[src/rtl/morse_keyer.sv]
// morse_keyer: sequences one Morse character (len + dot/dash pattern) into timed key-down/up intervals.
// Define MORSE_KEYER_ABORT_EN to add i_abort, which drops the character in flight.
//  state | meaning
//  IDLE  | ready for a character, key up
//  MARK  | key down for a dot (1 unit) or dash (3 units)
//  SPACE | key up for the 1-unit intra-character space
//  GAP   | key up for the character (3) or word (7) gap
module morse_keyer #(
   parameter int MAX_LEN = 6,
   parameter int LEN_W   = 3
) (
   input  logic               i_clk,
   input  logic               i_reset_n,
   input  logic               i_unit_tick,
   output logic               o_tick_restart,
   input  logic               i_valid,
   output logic               o_ready,
   input  logic [LEN_W-1:0]   i_len,
   input  logic [MAX_LEN-1:0] i_pattern,
   input  logic               i_word_gap,
`ifdef MORSE_KEYER_ABORT_EN
   input  logic               i_abort,
`endif
   output logic               o_key,
   output logic               o_busy,
   output logic               o_done
);
   typedef enum logic [1:0] {IDLE, MARK, SPACE, GAP} state_t;

   state_t             r_state, w_state_nxt;
   logic [2:0]         r_units, w_units_nxt;
   logic [LEN_W-1:0]   r_idx, w_idx_nxt;
   logic [LEN_W-1:0]   r_len, w_len_nxt;
   logic [MAX_LEN-1:0] r_pattern, w_pattern_nxt;
   logic               r_word_gap, w_word_gap_nxt;
   logic               r_key, w_key_nxt;
   logic               r_done, w_done_nxt;
   logic               r_restart, w_restart_nxt;
   logic               w_tick, w_last_unit, w_last_elem, w_next_dash;
   logic [LEN_W-1:0]   w_len_clamp, w_idx_inc;

   // The counter is being restarted while r_restart is high, so its tick is stale then.
   assign w_tick      = i_unit_tick && !r_restart;
   assign w_last_unit = (r_units == 3'd1);
   assign w_last_elem = (r_idx == r_len - LEN_W'(1));
   assign w_idx_inc   = r_idx + LEN_W'(1);
   assign w_len_clamp = (i_len > LEN_W'(MAX_LEN)) ? LEN_W'(MAX_LEN) : i_len;

   always_comb begin
      w_next_dash = 1'b0;
      for (int k = 0; k < MAX_LEN; k++) begin
         if (w_idx_inc == LEN_W'(k)) w_next_dash = r_pattern[k];
      end
   end

   always_comb begin
      w_state_nxt    = r_state;
      w_units_nxt    = r_units;
      w_idx_nxt      = r_idx;
      w_len_nxt      = r_len;
      w_pattern_nxt  = r_pattern;
      w_word_gap_nxt = r_word_gap;
      w_restart_nxt  = 1'b0;
      w_done_nxt     = 1'b0;
      case (r_state)
         IDLE: begin
            if (i_valid) begin
               w_pattern_nxt  = i_pattern;
               w_len_nxt      = w_len_clamp;
               w_word_gap_nxt = i_word_gap;
               w_idx_nxt      = '0;
               w_restart_nxt  = 1'b1;
               if (w_len_clamp != '0) begin
                  w_state_nxt = MARK;
                  w_units_nxt = i_pattern[0] ? 3'd3 : 3'd1;
               end else begin
                  w_state_nxt = GAP;
                  w_units_nxt = 3'd7;
               end
            end
         end
         MARK: begin
            if (w_tick) begin
               if (!w_last_unit) begin
                  w_units_nxt = r_units - 3'd1;
               end else if (w_last_elem) begin
                  w_state_nxt = GAP;
                  w_units_nxt = r_word_gap ? 3'd7 : 3'd3;
               end else begin
                  w_state_nxt = SPACE;
                  w_units_nxt = 3'd1;
               end
            end
         end
         SPACE: begin
            if (w_tick) begin
               if (!w_last_unit) begin
                  w_units_nxt = r_units - 3'd1;
               end else begin
                  w_state_nxt = MARK;
                  w_idx_nxt   = w_idx_inc;
                  w_units_nxt = w_next_dash ? 3'd3 : 3'd1;
               end
            end
         end
         GAP: begin
            if (w_tick) begin
               if (!w_last_unit) begin
                  w_units_nxt = r_units - 3'd1;
               end else begin
                  w_state_nxt = IDLE;
                  w_done_nxt  = 1'b1;
               end
            end
         end
         default: w_state_nxt = IDLE;
      endcase
`ifdef MORSE_KEYER_ABORT_EN
      if (i_abort && (r_state != IDLE)) begin
         w_state_nxt   = IDLE;
         w_done_nxt    = 1'b0;
         w_restart_nxt = 1'b0;
      end
`endif
      w_key_nxt = (w_state_nxt == MARK);
   end

   always_ff @(posedge i_clk or negedge i_reset_n) begin
      if (!i_reset_n) begin
         r_state    <= IDLE;
         r_units    <= '0;
         r_idx      <= '0;
         r_len      <= '0;
         r_pattern  <= '0;
         r_word_gap <= 1'b0;
         r_key      <= 1'b0;
         r_done     <= 1'b0;
         r_restart  <= 1'b0;
      end else begin
         r_state    <= w_state_nxt;
         r_units    <= w_units_nxt;
         r_idx      <= w_idx_nxt;
         r_len      <= w_len_nxt;
         r_pattern  <= w_pattern_nxt;
         r_word_gap <= w_word_gap_nxt;
         r_key      <= w_key_nxt;
         r_done     <= w_done_nxt;
         r_restart  <= w_restart_nxt;
      end
   end

   assign o_key          = r_key;
   assign o_done         = r_done;
   assign o_tick_restart = r_restart;
   assign o_busy         = (r_state != IDLE);
   assign o_ready        = (r_state == IDLE);
endmodule

[config.mk]
export PLATFORM = sky130hd
export DESIGN_NAME = morse_keyer
export DESIGN_NICKNAME = d
export VERILOG_FILES = /design/src/rtl/morse_keyer.sv
export SDC_FILE = /design/constraint.sdc
export NUM_CORES = 1
export LEC_CHECK = 0
export ABC_AREA = 1
export CORE_MARGIN = 2
export CORE_UTILIZATION = 52
export DETAILED_ROUTE_END_ITERATION = 10
export PLACE_DENSITY = 0.76
export SYNTH_ARGS = -nofsm -noshare
export SYNTH_HDL_FRONTEND = slang
export SYNTH_SLANG_ARGS = --single-unit
[constraint.sdc]
create_clock -name i_clk -period 1.5 [get_ports i_clk]
set_input_delay 0.375 -clock i_clk [delete_from_list [all_inputs] [get_ports i_clk]]
set_output_delay 0.375 -clock i_clk [all_outputs]
set_load 0.01 [all_outputs]
# Yosys cells after proc, flatten, opt, wreduce, memory -nomap -nowiden
# Cells that the tools add are included.
# classes
n_addsub	3
order_cmp	1
eq_ne	17
muxes	39
n_reduce_logical	10
# op_table
op	n
$mux 3	14
$mux 2	10
$mux 1	12
$ne 2x2->1 const B	6
$pmux 3 s4	1
$pmux 2 s4	1
$eq 3x1->1 const B	2
$eq 3x2->1 const B	2
$eq 3x3->1 const B	2
$pmux 3 s2	1
$sub 3x1->3 const B	2
$reduce_and 5->1	1
$eq 2x1->1 const B	2
$eq 2x2->1 const B	2
$reduce_and 4->1	1
$reduce_bool 2->1	2
$add 3x1->3 const B	1
$eq 3x3->1	1
$gt 3x3->1 const B	1
$logic_not 3->1	1
$reduce_bool 3->1	1
$logic_not 2->1	1
$reduce_and 2->1	1
$logic_and 1x1->1	1
$logic_not 1->1	1
# word_totals
reg_bits	21
input_bits	14
out_inout_bits	5
wordCells	79

# Longest topological paths before layout
# Gate-level depths: netlist of the first run.
# depth
depth_word	12
mapped_depth	13
ltp_nobuf	13

# Worst setup path after synthesis of the first run
# OpenSTA, ideal clock, no wires.
# synth_timing
path_kind	register -> register
startpoint	register r_idx[0]
endpoint	register r_units[1]
setup_ns	0.120
arrival_time_ns	1.245
required_time_ns	1.380
slack_ns	0.134
stages_incl_launch_ff	13
n_path_buf	0
synth_period_minus_slack_ns	1.366
cell_sequence	dfrtp_1 inv_1 ha_1 a21oi_1 nand2_1 nand2_1 nand2_1 nand2_1 nand2_1 nand3_1 nand4_1 nand2_1 nand2_1
# synth_via
elab_chain_cells	12
word_cells_on_any_way	21
cone_classes	add/sub: 1; eq/ne: 6; mux: 13; reduce/logical: 1
# synth_rtl
item	line_no	source
start: declaration	32	logic [LEN_W-1:0] r_idx, w_idx_nxt;
start signal: assignment	142	r_idx <= w_idx_nxt;
$add 3x1->3	46	assign w_idx_inc = r_idx + LEN_W'(1);
$logic_not 3->1	52	if (w_idx_inc == LEN_W'(k)) w_next_dash = r_pattern[k];
$mux 1 (6 in series)	52	
$mux 2	102	w_units_nxt = w_next_dash ? 3'd3 : 3'd1;
$mux 3	97	if (!w_last_unit) begin
$mux 3	96	if (w_tick) begin
$pmux 3 s4 *	65	case (r_state)
end signal: assignment	141	r_units <= w_units_nxt;
end: declaration	31	logic [2:0] r_units, w_units_nxt;
# Every way passes the cells marked *; elsewhere a longest branch is shown, timed or not. The select of a mux whose other input is x is not followed.
# A chain may end at the register's enable or synchronous reset.

# Worst setup path in the final report of the first run
# Ends and elaborated chain as after synthesis.

==> results of run 1 <==
## registers in the layout, summed over array words and instances (netlist names)
| signal | count |
|---|---|
| o_done | 1 |
| o_tick_restart | 1 |
| r_state | 2 |
| r_idx | 3 |
| r_word_gap | 1 |
| o_key | 1 |
| r_units | 3 |
| r_pattern | 6 |
| r_len | 3 |
## layer usage
layer	track usage, %	vias up	part of all wire [%]
met1	28.3	531	46
met4	10.7	0	1.8
li1	-	582	-
met2	35.6	30	48
met5	0	-	0
met3	3.43	5	3.7
## Yosys cell counts
library cell,instances
a211oi_2,1
a21oi_1,5
a21oi_2,1
buf_2,1
dfrtp_1,21
ha_1,8
inv_1,19
inv_2,3
inv_6,1
nand2_1,51
nand2_2,1
nand2_4,1
nand3_1,10
nand4_1,1
nor2_1,7
nor2_2,1
nor2_4,2
nor3_1,1
o211ai_1,1
o211ai_2,1
o21ai_0,8
o21ai_1,7
or2_1,1
xnor2_1,2
xor2_1,1
## cell families after synthesis
family	Yosys count	synth area share [%]
and+or+nand+nor	76	27.2
AOI/OAI and AO/OA	24	11.6
xor gates and xnor gates	3	2.15
DFF	21	43.0
buffers and inverters	24	7.89
adders and majority gates	8	8.20
## worst max-delay path, stage by stage, from the launching register on
cell and delay (ns):
dfrtp_2 0.48, ha_2 0.21, nand2_1 0.07, nand2_1 0.09, nor2_1 0.11, nand2_1 0.06, nand2_1 0.06, nand2_1 0.06
nand3_1 0.06, nand4_1 0.07, nand2_1 0.06, nand2_1 0.04
## path summary, 6_finish.rpt
check / to / slack, ns / cells past startpoint
worst max-delay path: r_units[1]$_DFFE_PN0P_ / 0.04 / 11
worst min-delay path: r_len[0]$_DFFE_PN0P_ / 0.38 / 2
worst max register to register: r_units[1]$_DFFE_PN0P_ / 0.04 / 11
worst min register to register: r_pattern[4]$_DFFE_PN0P_ / 0.50 / 2
max in group asynchronous: r_idx[1]$_DFFE_PN0P_ / 0.88 / 2
min in group i_clk: r_pattern[4]$_DFFE_PN0P_ / 0.50 / 2
## metrics by stage
step / cell area [um^2] / utilization, % / TNS [ns] / cells
4_1_cts: 1590 / 72.0 / 0 / 224
3_5_place_dp: 1520 / 68.8 / -0.817 / 213
5_1_grt: 1690 / 76.3 / -0.213 / 228
2_1_floorplan: 1220 / - / 0 / 156
6_report: 1690 / 76.3 / 0 / 228
3_3_place_gp: 1520 / 68.8 / -0.541 / 213
## power groups by stage
| stage | clock, mW | sequential, mW | combinational, mW |
|---|---|---|---|
| global placement | 0 | 0.964 | 1.50 |
| global route | 0.317 | 1.00 | 2.12 |
| floorplan | 0 | 0.956 | 1.05 |
| detailed placement | 0 | 0.974 | 1.54 |
| CTS | 0.289 | 0.955 | 1.64 |
| finish | 0.296 | 0.976 | 1.86 |
## area by class of cell
cell class	instances	area share, %
Timing Repair Buffer	41	20.5
Tap cell	28	2.08
Sequential cell	21	31.3
Clock buffer	4	1.56
Multi-Input combinational cell	111	39.0
Inverter	23	5.56
## repair_timing
action / 4_1_cts / 5_1_grt
gates resized for setup: 15 / 21
endpoints found under the setup margin: 7 / 7
buffers inserted: 7 / 4
pin swaps: 1 / 10
==> results.toml, run 1 <==
[timing]
holdWs_ns = 0.384
fin_worst_skew_ns = 0.00201
tightest_slew_ns = 0.457
setup_slack_ns = 0.0365
rsz0062_at_grt = "true"
slew_headroom_pct = 69.3
finalHoldViolations = 0
setup_violations = 0
max_freq_mhz = 683
drv_slew = 0
fin_crit_ns = 1.46
fin_crit_sh_pct = 97.6

[power_and_ir_drop]
p_leak_nw = 0.845
power.density_mw_per_mm2 = 1850
clkPwrFrac_pct = 9.5
p_switching_mw = 1.34
max-vdd-ir-drop_v = 0.00122
p_int_mw = 1.78
p_comb_share_pct = 59.3
seqPwrFrac_pct = 31.2
switching_share_pct = 43.0
power_mw = 3.13

[job]
max_cap_viol_count = 0

[synth]
syn_inst = 156
syn_area_mm2 = 0.00122
seq_area_frac_synth_pct = 43.0
synth_fp_nets = 178
ys_seq_elements = 21
syn_avg_cell_area_um2 = 7.83
synth_area_leaders = "dfrtp_1 43%, nand2_1 16%, ha_1 8.2%"
synth_top_area_share_pct = 43.0
ys.warnings.count = 0
synth_cell_types = 25
synth_area_leader_cell = "dfrtp_1"

[setup_path]
cp_max_fo = 5
crit_required_ns = 1.73
endpoint_kind = "flop"
cp-start-kind = "flop"
r2r-start = "r_idx[0]$_DFFE_PN0P_"
cp.arrival_ns = 1.69
path_class = "reg2reg"
cp-startpoint = "r_idx[0]$_DFFE_PN0P_"

[global_routing]
grt_antenna_before_repair = 0
grt_pass1_wl_um = 4350
grt_remaining_overflow = 0
track_usage_pct = 21.9
grt_max_degree = 22
grt_pass1_vias = 1045

[clock_tree]
clock_latency_ns = 0.32
clk_path_buf_depth = 2
numCtsBuffers = 3
clk_pin_slew_worst_paths_ns = 0.12
root_buffer = "clkbuf_4"
cts_tree = "done"
cts.sinks = 21
cts-hold-fix-buffers = 0
htreeDepth = 1

[final_layout]
final_common_cell = "nand2_1"
multi_input_area_um2 = 658
layout.nets = 223
layout_common_cells = "47 x nand2_1, 21 x buf_4, 19 x dfrtp_1"
drive_gt1_share_pct = 30.5
syn2layout_area_growth_pct = 38.2
diodes = 0
register_area_um2 = 528
n_fill_cell = 167

[floorplanning]
core_mm2 = 0.00221
dieArea_mm2 = 0.00275
rows = 17
initial_core_util_pct = 55.2
die_h_um = 52.5
ios = 19
die_w_um = 52.5

[detailed_routing]
routed_wl_um = 2690
num_vias = 1148
dr.pass1.iters = 4
antenna_left = 0
wl_per_cell_um = 11.8
dr.first_iter.drc_count = 27
drc = 0
vias_per_cell = 5.04

[placement]
numPortBuffers = 18
gp_congestion = 0.826
dp_slack_ns = -0.182
detailed_place_hpwl_um = 1880

[min_path]
hold_path_class = "in2async"

[run_status]
run_status = "complete, no violations"
No activity file was read; power rests on OpenSTA's default activity.
==> inputs of run 2 (changes only) <==
--- a/config.mk
+++ b/config.mk
@@ -6,6 +6,7 @@
 export NUM_CORES = 1
 export LEC_CHECK = 0
 export ABC_AREA = 1
+export CORE_ASPECT_RATIO = 1.5
 export CORE_MARGIN = 2
 export CORE_UTILIZATION = 52
 export DETAILED_ROUTE_END_ITERATION = 10
==> run 2 against run 1 <==
Effect of this change: flip-flop and latch count unchanged; final area up 2.1%; sequential power up 0.6%; routed wire length up 12%; clock-buffer cell count down 1; first-iteration DRC count up 44%; utilization up 0.90 points; power up 3.4%; non-clock buffer count up 3; register-to-register slack about the same; critical endpoint unchanged.
==> results.toml, run 2 (same netlist as run 1, synthesis figures left out) <==
[setup_path]
path_common_cell = "nand2_1"
path_class = "reg2reg"
cp.arrival_ns = 1.67
endpoint_kind = "flop"
path_cells = "buf_6 > ha_2 > nand3_2 > nand2_1 > nand2_1 > nand2_1 > nand2_1 > nand2_1 > nand3_1 > nand4_1 > nand2_1 > nand2_1"
cp-start-kind = "flop"
cp_slowest_cell = "dfrtp_2"
cp-startpoint = "r_idx[1]$_DFFE_PN0P_"
crit_required_ns = 1.71
r2r-start = "r_idx[1]$_DFFE_PN0P_"
cp_max_fo = 4
slowest_delay_ns = 0.47

[final_layout]
n_fill_cell = 147
drive_gt1_share_pct = 33.5
largest_reg_flops = 6
final_cells = 226
syn2layout_area_growth_pct = 41.2
diodes = 0
layout_common_cells = "45 x nand2_1, 25 x buf_4, 19 x dfrtp_1"
layout.nets = 226
regMostFlops = "r_pattern"
final_common_cell = "nand2_1"
fin_area_mm2 = 0.00172

[global_routing]
grt_pass1_vias = 1188
grt_max_degree = 22
grt_remaining_overflow = 0
grt_antenna_before_repair = 0
grt_pass1_wl_um = 4710
track_usage_pct = 22.4

[floorplanning]
rows = 21
ios = 19
core_mm2 = 0.00223
dieArea_mm2 = 0.00276
initial_core_util_pct = 54.7
die_h_um = 63.4
die_w_um = 43.6

[timing]
setup_slack_ns = 0.0400
max_freq_mhz = 685
rsz0062_at_grt = "true"
drv_slew = 0
tightest_slew_ns = 0.277
setup_violations = 0
fin_crit_sh_pct = 97.3
slew_headroom_pct = 81.5
fin_worst_skew_ns = 0.0107
holdWs_ns = 0.394
fin_crit_ns = 1.46
finalHoldViolations = 0

[detailed_routing]
antenna_left = 0
vias_per_cell = 5.22
drc = 0
wl_per_cell_um = 13.3
num_vias = 1179
routed_wl_um = 3020
dr.first_iter.drc_count = 39
dr.pass1.iters = 4

[min_path]
hold_path_class = "in2async"

[placement]
dp_slack_ns = -0.151
gp_congestion = 0.884
numPortBuffers = 18
placedCellCount = 214
detailed_place_hpwl_um = 2160
placed_area_mm2 = 0.00156

[power_and_ir_drop]
power_mw = 3.23
max-vdd-ir-drop_v = 0.00127
power.density_mw_per_mm2 = 1870
p_leak_nw = 0.865

[clock_tree]
clk_path_buf_depth = 2
htreeDepth = 1
clk_pin_slew_worst_paths_ns = 0.13
cts.sinks = 21
clock_latency_ns = 0.31
cts-hold-fix-buffers = 0
root_buffer = "clkbuf_4"
cts_tree = "done"
numCtsBuffers = 3

[run_status]
run_status = "complete, no violations"

[job]
max_cap_viol_count = 0
## run 2: final timing paths
path / endpoint / slack [ns] / cells past startpoint
max: r_units[1]$_DFFE_PN0P_ / 0.04 / 12
min: o_done$_DFF_PN0_ / 0.39 / 2
max reg2reg: r_units[1]$_DFFE_PN0P_ / 0.04 / 12
min reg2reg: r_word_gap$_DFFE_PN0P_ / 0.51 / 2
max in group asynchronous: r_idx[1]$_DFFE_PN0P_ / 0.86 / 2
min in group i_clk: r_word_gap$_DFFE_PN0P_ / 0.51 / 2
## run 2: metal layers
layer	GRT usage (%)	wire length, um	share of wire, %	up-vias
met2	42.6	1770	59	33
met1	22.0	1060	35	552
met3	2.58	100	3.3	10
met5	0	0	0	-
li1	-	-	-	584
met4	11.7	87	2.9	0
## run 2: through the flow
stage / utilization (%) / TNS [ns]
global route: 77.2 / -0.112
global placement: 69.9 / -0.459
floorplan: - / 0
detailed placement: 69.9 / -0.709
finish: 77.2 / 0
CTS: 72.0 / 0
## run 2: timing repair
| action | CTS | global route |
|---|---|---|
| setup buffers | 3 | 5 |
| setup endpoints to repair | 6 | 8 |
| pin swaps | 1 | 7 |
| resized for setup | 13 | 28 |
## run 2: where the power goes
group | switching [mW] | internal (mW) | leakage, nW | total (mW)
Sequential | 0.177 | 0.805 | 0.262 | 0.982
Combinational | 1.07 | 0.900 | 0.585 | 1.97
Clock | 0.183 | 0.0996 | 0.0177 | 0.283
Total | 1.43 | 1.81 | 0.865 | 3.23
## run 2: cell type report
class,count,area [um^2],area share (%)
Multi-Input combinational cell,111,678,39.3
Sequential cell,21,528,30.6
Inverter,23,96.3,5.59
Clock buffer,3,22.5,1.31
Clock inverter,1,5.00,0.290
Timing Repair Buffer,44,365,21.2
Tap cell,23,28.8,1.67
## run 2: worst max-delay path: cells and delay by family (launching register included)
| kind | cells | cell delay (ns) |
|---|---|---|
| flip-flops | 1 | 0.47 |
| buffers and inverters | 1 | 0.13 |
| adder cells (fa/ha/maj) | 1 | 0.18 |
| AND/OR/NAND/NOR | 10 | 0.59 |
